### config.mk
export PLATFORM = sky130hd
export DESIGN_NAME = mac_operand_sequencer
export DESIGN_NICKNAME = d
export VERILOG_FILES = /design/src/rtl/mac_operand_sequencer.sv
export SDC_FILE = /design/constraint.sdc
export NUM_CORES = 1
export LEC_CHECK = 0
export BUFFER_PORTS_ARGS = -buffer_cell sky130_fd_sc_hd__clkbuf_2
export CAP_MARGIN = 30
export CORE_UTILIZATION = 25
export CTS_BUF_LIST = sky130_fd_sc_hd__clkbuf_8
export CTS_CLUSTER_SIZE = 20
export DETAILED_ROUTE_END_ITERATION = 10
export HOLD_SLACK_MARGIN = 0.03
export SKIP_CTS_REPAIR_TIMING = 1
export SLEW_MARGIN = 20
export SYNTH_ARGS = -nofsm -noshare
export SYNTH_HDL_FRONTEND = slang
export SYNTH_SLANG_ARGS = --single-unit
### constraint.sdc
create_clock -name clk -period 1.9 [get_ports clk]
set_clock_uncertainty 0.15 [all_clocks]
set_input_delay 0.38 -clock clk [delete_from_list [all_inputs] [get_ports clk]]
set_output_delay 0.38 -clock clk [all_outputs]
set_load 0.1 [all_outputs]
### src/rtl/mac_operand_sequencer.sv
// Operand sequencer for a single MAC: buffers W/X vectors, clears the MAC,
// streams len operand pairs, then returns the accumulator over valid/ready.
module mac_operand_sequencer #(
    parameter int DW      = 4,
    parameter int AW      = 8,
    parameter int MAX_LEN = 4,
    parameter int LW      = $clog2(MAX_LEN) + 1,
    parameter int IW      = $clog2(MAX_LEN)
) (
    input  logic          clk,
    input  logic          clear,
    input  logic          wr_en,
    input  logic          wr_sel,
    input  logic [IW-1:0] wr_addr,
    input  logic [DW-1:0] wr_data,
    input  logic          start,
    input  logic [LW-1:0] len,
    output logic          busy,
    output logic          err,
    output logic [DW-1:0] mac_w,
    output logic [DW-1:0] mac_x,
    output logic          mac_load,
    output logic          mac_clear,
    input  logic [AW-1:0] mac_acc,
    output logic          res_valid,
    input  logic          res_ready,
    output logic [AW-1:0] res_data
);

    typedef enum logic [2:0] {IDLE, CLR, STREAM, DRAIN, HOLD} state_t;

    state_t                    state;
    logic [MAX_LEN-1:0][DW-1:0] w_buf;
    logic [MAX_LEN-1:0][DW-1:0] x_buf;
    logic [LW-1:0]             len_q;
    logic [LW-1:0]             idx;
    logic                      len_ok;

    assign len_ok = (len != '0) && (len <= LW'(MAX_LEN));

    // idx names the next element to present; it equals len_q on the last STREAM cycle
    always_ff @(posedge clk or posedge clear) begin
        if (clear) begin
            state     <= IDLE;
            w_buf     <= '0;
            x_buf     <= '0;
            len_q     <= '0;
            idx       <= '0;
            busy      <= 1'b0;
            err       <= 1'b0;
            mac_w     <= '0;
            mac_x     <= '0;
            mac_load  <= 1'b0;
            mac_clear <= 1'b0;
            res_valid <= 1'b0;
            res_data  <= '0;
        end else begin
            err <= 1'b0;
            case (state)
                IDLE: begin
                    if (wr_en) begin
                        if (wr_sel) x_buf[wr_addr] <= wr_data;
                        else        w_buf[wr_addr] <= wr_data;
                    end
                    if (start) begin
                        if (len_ok) begin
                            len_q     <= len;
                            busy      <= 1'b1;
                            mac_clear <= 1'b1;
                            state     <= CLR;
                        end else begin
                            err <= 1'b1;
                        end
                    end
                end
                CLR: begin
                    mac_clear <= 1'b0;
                    mac_load  <= 1'b1;
                    mac_w     <= w_buf[0];
                    mac_x     <= x_buf[0];
                    idx       <= LW'(1);
                    state     <= STREAM;
                end
                STREAM: begin
                    if (idx == len_q) begin
                        mac_load <= 1'b0;
                        mac_w    <= '0;
                        mac_x    <= '0;
                        state    <= DRAIN;
                    end else begin
                        mac_w <= w_buf[idx[IW-1:0]];
                        mac_x <= x_buf[idx[IW-1:0]];
                        idx   <= idx + LW'(1);
                    end
                end
                DRAIN: begin
                    // last load landed on the edge that entered DRAIN
                    res_data  <= mac_acc;
                    res_valid <= 1'b1;
                    state     <= HOLD;
                end
                HOLD: begin
                    if (res_ready) begin
                        res_valid <= 1'b0;
                        busy      <= 1'b0;
                        state     <= IDLE;
                    end
                end
                default: state <= IDLE;
            endcase
        end
    end

endmodule

==> Flow_metrics.wiki <==
{| class="wikitable"
! Metric !! Value
|-
| GRT met3 Usage || 0.03618
|-
| Data required time at the worst endpoint || between 1500 and 2000 ps
|-
| Critical Path Max Stage Delay || between 600 and 700 ps
|-
| Final routed wire length divided by cell count || around 17 um
|-
| Detailed-placement wirelength estimate || 5118 um
|-
| Type of the setup path with the least slack || flop to flop
|-
| Signed area change from the synthesized netlist to the final layout || 25.74%
|-
| Slew @ Worst Pin || about 560 ps
|-
| Outcome || complete, but fails checks
|-
| Cell area after synthesis || between 3000 and 4000 um2
|-
| Cell type contributing the most total cell area after synthesis || sky130_fd_sc_hd__dfrtp_1
|-
| Drt first-iter violations || 119
|-
| Category of cells accounting for the largest share of critical-path delay || simple AND/OR/NAND/NOR gates
|-
| Share of post-route cells with drive strength above 1 || 0.4694
|-
| Initial Utilization || 0.2618
|-
| Detailed Routing Iterations Pass 1 || 4
|-
| Final wirelength || 7232 um
|-
| Top-count cell post-synth || sky130_fd_sc_hd__dfrtp_1
|-
| Path class of the lowest-slack min-delay path || input port to flop
|-
| Most numerous cell types in the synthesized netlist || sky130_fd_sc_hd__dfrtp_1 (62), sky130_fd_sc_hd__mux2_2 (34), sky130_fd_sc_hd__nand2_1 (12)
|-
| Buffers plus inverters on the worst setup path || 1
|-
| Part of the Yosys area used for sequential elements || 0.5082
|-
| Yosys Warn Count || 0
|-
| Cells after DPL || between 400 and 500
|-
| Max_slew headroom || 0.6264
|-
| Met2 track utilization from global routing || 0.1818
|-
| Gate count of the mapped netlist || 235
|-
| Via count of the first global-routing pass || around 2100
|-
| Count of H-tree levels built during CTS || 3
|-
| Chip width || ~110 um
|-
| Max-Cap Viols || 0
|-
| Pre-CTS setup slack || -145.9 ps
|-
| Synth top area cells || sky130_fd_sc_hd__dfrtp_1 (51%), sky130_fd_sc_hd__mux2_2 (13%), sky130_fd_sc_hd__mux4_2 (5.9%)
|-
| Critical path fanouts, max || 4
|-
| Async S/R FF share, synth || 1.000
|-
| CTS tree || done
|-
| Weighted congestion at the end of routability-driven global placement || 0.7549
|-
| Clock-pin slew reported for the worst setup and hold paths after clock tree synthesis || 70 ps
|-
| Number of vias in the routed layout || 2137
|-
| Filler cell count in the final layout || around 1200
|-
| Final Instance Count excl. Fillers || 437
|-
| Critical path, cell by cell || or4b_4 -> nor4b_4 -> buf_4 -> mux2_4
|-
| Area of the core || 11660 um2
|-
| Final critical-path required period || 2061 ps
|-
| Proportion of netlist area held by the largest area contributor || 0.5082
|-
| Number of distinct library cells after synthesis || 45
|-
| Number of antenna violations at the first check in global routing || 0
|-
| Number of buffers added by the clock tree synthesis step || 9
|-
| Footprint of the multi-input gates || 1508 um2
|-
| Max Root-Sink Buffers || 2
|-
| Met1 track demand over resource in global routing || 0.1652
|-
| Count of port buffers added during placement || 43
|-
| Final hold violations || 0
|-
| Root buf cell || sky130_fd_sc_hd__clkbuf_8
|-
| Die Span Y || 112.5 um
|-
| First-pass GRT wire length || between 10000 and 15000 um
|-
| GR Util All Layers || 0.1217
|-
| Total nets after synthesis || roughly 260
|-
| Share of the cycle needed by the critical path after routing || 1.085
|-
| Setup repair after global routing missed its margin || true
|-
| Clock sink total || 62
|-
| Latest clock arrival within the worst-skew pair || 340 ps
|-
| Critical path startpoint category || flop
|-
| Die outline area || 12660 um2
|-
| Pin count of the biggest net entering global routing || 63
|-
| Io pins || 44
|-
| DR DRC count || 0
|-
| Final design utilization || 0.3291
|-
| Leading register cell type out of synthesis || sky130_fd_sc_hd__dfrtp_1
|-
| Total area of sequential cells || roughly 1600 um2
|-
| # nets final || between 300 and 400
|-
| Final critical-path setup slack || -160.7 ps
|-
| Kind of end point of the critical path || flop
|-
| GRT busiest layer || met2
|-
| Highest attainable clock frequency || 485.3 MHz
|-
| Detail Route Antenna Nets || 0
|-
| Arrival time worst endpoint || 2130 ps
|-
| Final antenna diode count || 0
|-
| Synthesized area divided by synthesized cell count || between 10 and 15 um2
|-
| Synthesis-stage register bit count || 62
|-
| Max stage delay cell, worst path || sky130_fd_sc_hd__or4b_4
|-
| Ratio of routed vias to standard cells || 4.890
|-
| Number of core rows || 39
|-
| Count of final setup violators || 16
|-
| Number of max-slew violations in the final report || 0
|-
| Violations in the final reports || negative setup slack
|-
| GR Overflow Total || 0
|-
| Number of enable flip-flop cells after synthesis || 0
|}
[stage by stage]
step | TNS (ps) | hold slack (ps) | cell area (um2)
CTS | -1775 | -36.16 | 3725
floorplan | -1267 | 302.4 | 3068
finish | -1662 | 104.0 | 3839
detailed placement | -1902 | 329.2 | 3506
global route | -2884 | 101.0 | 3839
global placement | -844.9 | 327.5 | 3506
[registers in the layout (all words and copies together), names as in the netlist]
name and cells:
busy 1, err 1, idx 3, len_q 3, mac_clear 1, mac_load 1, mac_w 4, mac_x 4
res_data 8, res_valid 1, state 3, w_buf 16, x_buf 16
[cells in the final DEF (no fill, tap or decap), types with 3 or more instances in the layout]
cell type and instances:
sky130_fd_sc_hd__xnor2_1 3, sky130_fd_sc_hd__mux4_2 8, sky130_fd_sc_hd__buf_4 11, sky130_fd_sc_hd__clkbuf_2 43, sky130_fd_sc_hd__mux2_4 13, sky130_fd_sc_hd__nor2_1 4, sky130_fd_sc_hd__nor4b_4 3, sky130_fd_sc_hd__nand2_1 11
sky130_fd_sc_hd__inv_1 4, sky130_fd_sc_hd__o31ai_1 4, sky130_fd_sc_hd__nor4bb_1 3, sky130_fd_sc_hd__xor2_2 3, sky130_fd_sc_hd__o311ai_0 8, sky130_fd_sc_hd__dfrtp_1 62, sky130_fd_sc_hd__nor2b_1 3, sky130_fd_sc_hd__a21oi_1 6
sky130_fd_sc_hd__o211ai_1 10, sky130_fd_sc_hd__o21ai_0 11, sky130_fd_sc_hd__nand4_1 3, sky130_fd_sc_hd__clkbuf_8 13, sky130_fd_sc_hd__mux2_2 27
[cells by family (layout without fill, tap and decap cells)]
kind of cell / Yosys count / after routing / synth area share
AOI/OAI and AO/OA: 47 / 47 / 0.1070
DFF: 62 / 62 / 0.5082
and+or+nand+nor: 48 / 48 / 0.1172
adders and majority gates: 1 / 1 / 0.004098
xor gates and xnor gates: 7 / 7 / 0.02008
muxes: 50 / 50 / 0.2139
buffers and inverters: 20 / 79 / 0.02951
[metal layers]
layer | up-vias | part of all wire
li1 | 998 | -
met1 | 1087 | 0.47
met2 | 48 | 0.48
met3 | 4 | 0.041
met4 | 0 | 0.0098
met5 | - | 0
[cell type report]
cell class / instances / share of cell area
inverter: 5 / 0.005867
clock buffer: 13 / 0.04661
sequential: 62 / 0.4042
timing repair buffer: 58 / 0.09355
tap: 143 / 0.04661
multi-input combinational: 153 / 0.3928
clock inverter: 3 / 0.01043
[worst paths after layout]
check / slack, ps / startpoint / cells past startpoint / to
worst max register to register: -160 / state[2] / 4 / w_buf[8]
worst min-delay path: 100 / len[0] / 2 / len_q[2]
worst max-delay path: -160 / state[2] / 4 / w_buf[8]
worst min register to register: 350 / x_buf[4] / 1 / x_buf[4]
min in group asynchronous: 500 / clear / 4 / w_buf[7]
max in group asynchronous: 810 / clear / 4 / x_buf[6]
Power is left out: the tool's default activity adds up to more than one toggle a clock period on the data nets, which glitch-free logic cannot reach.
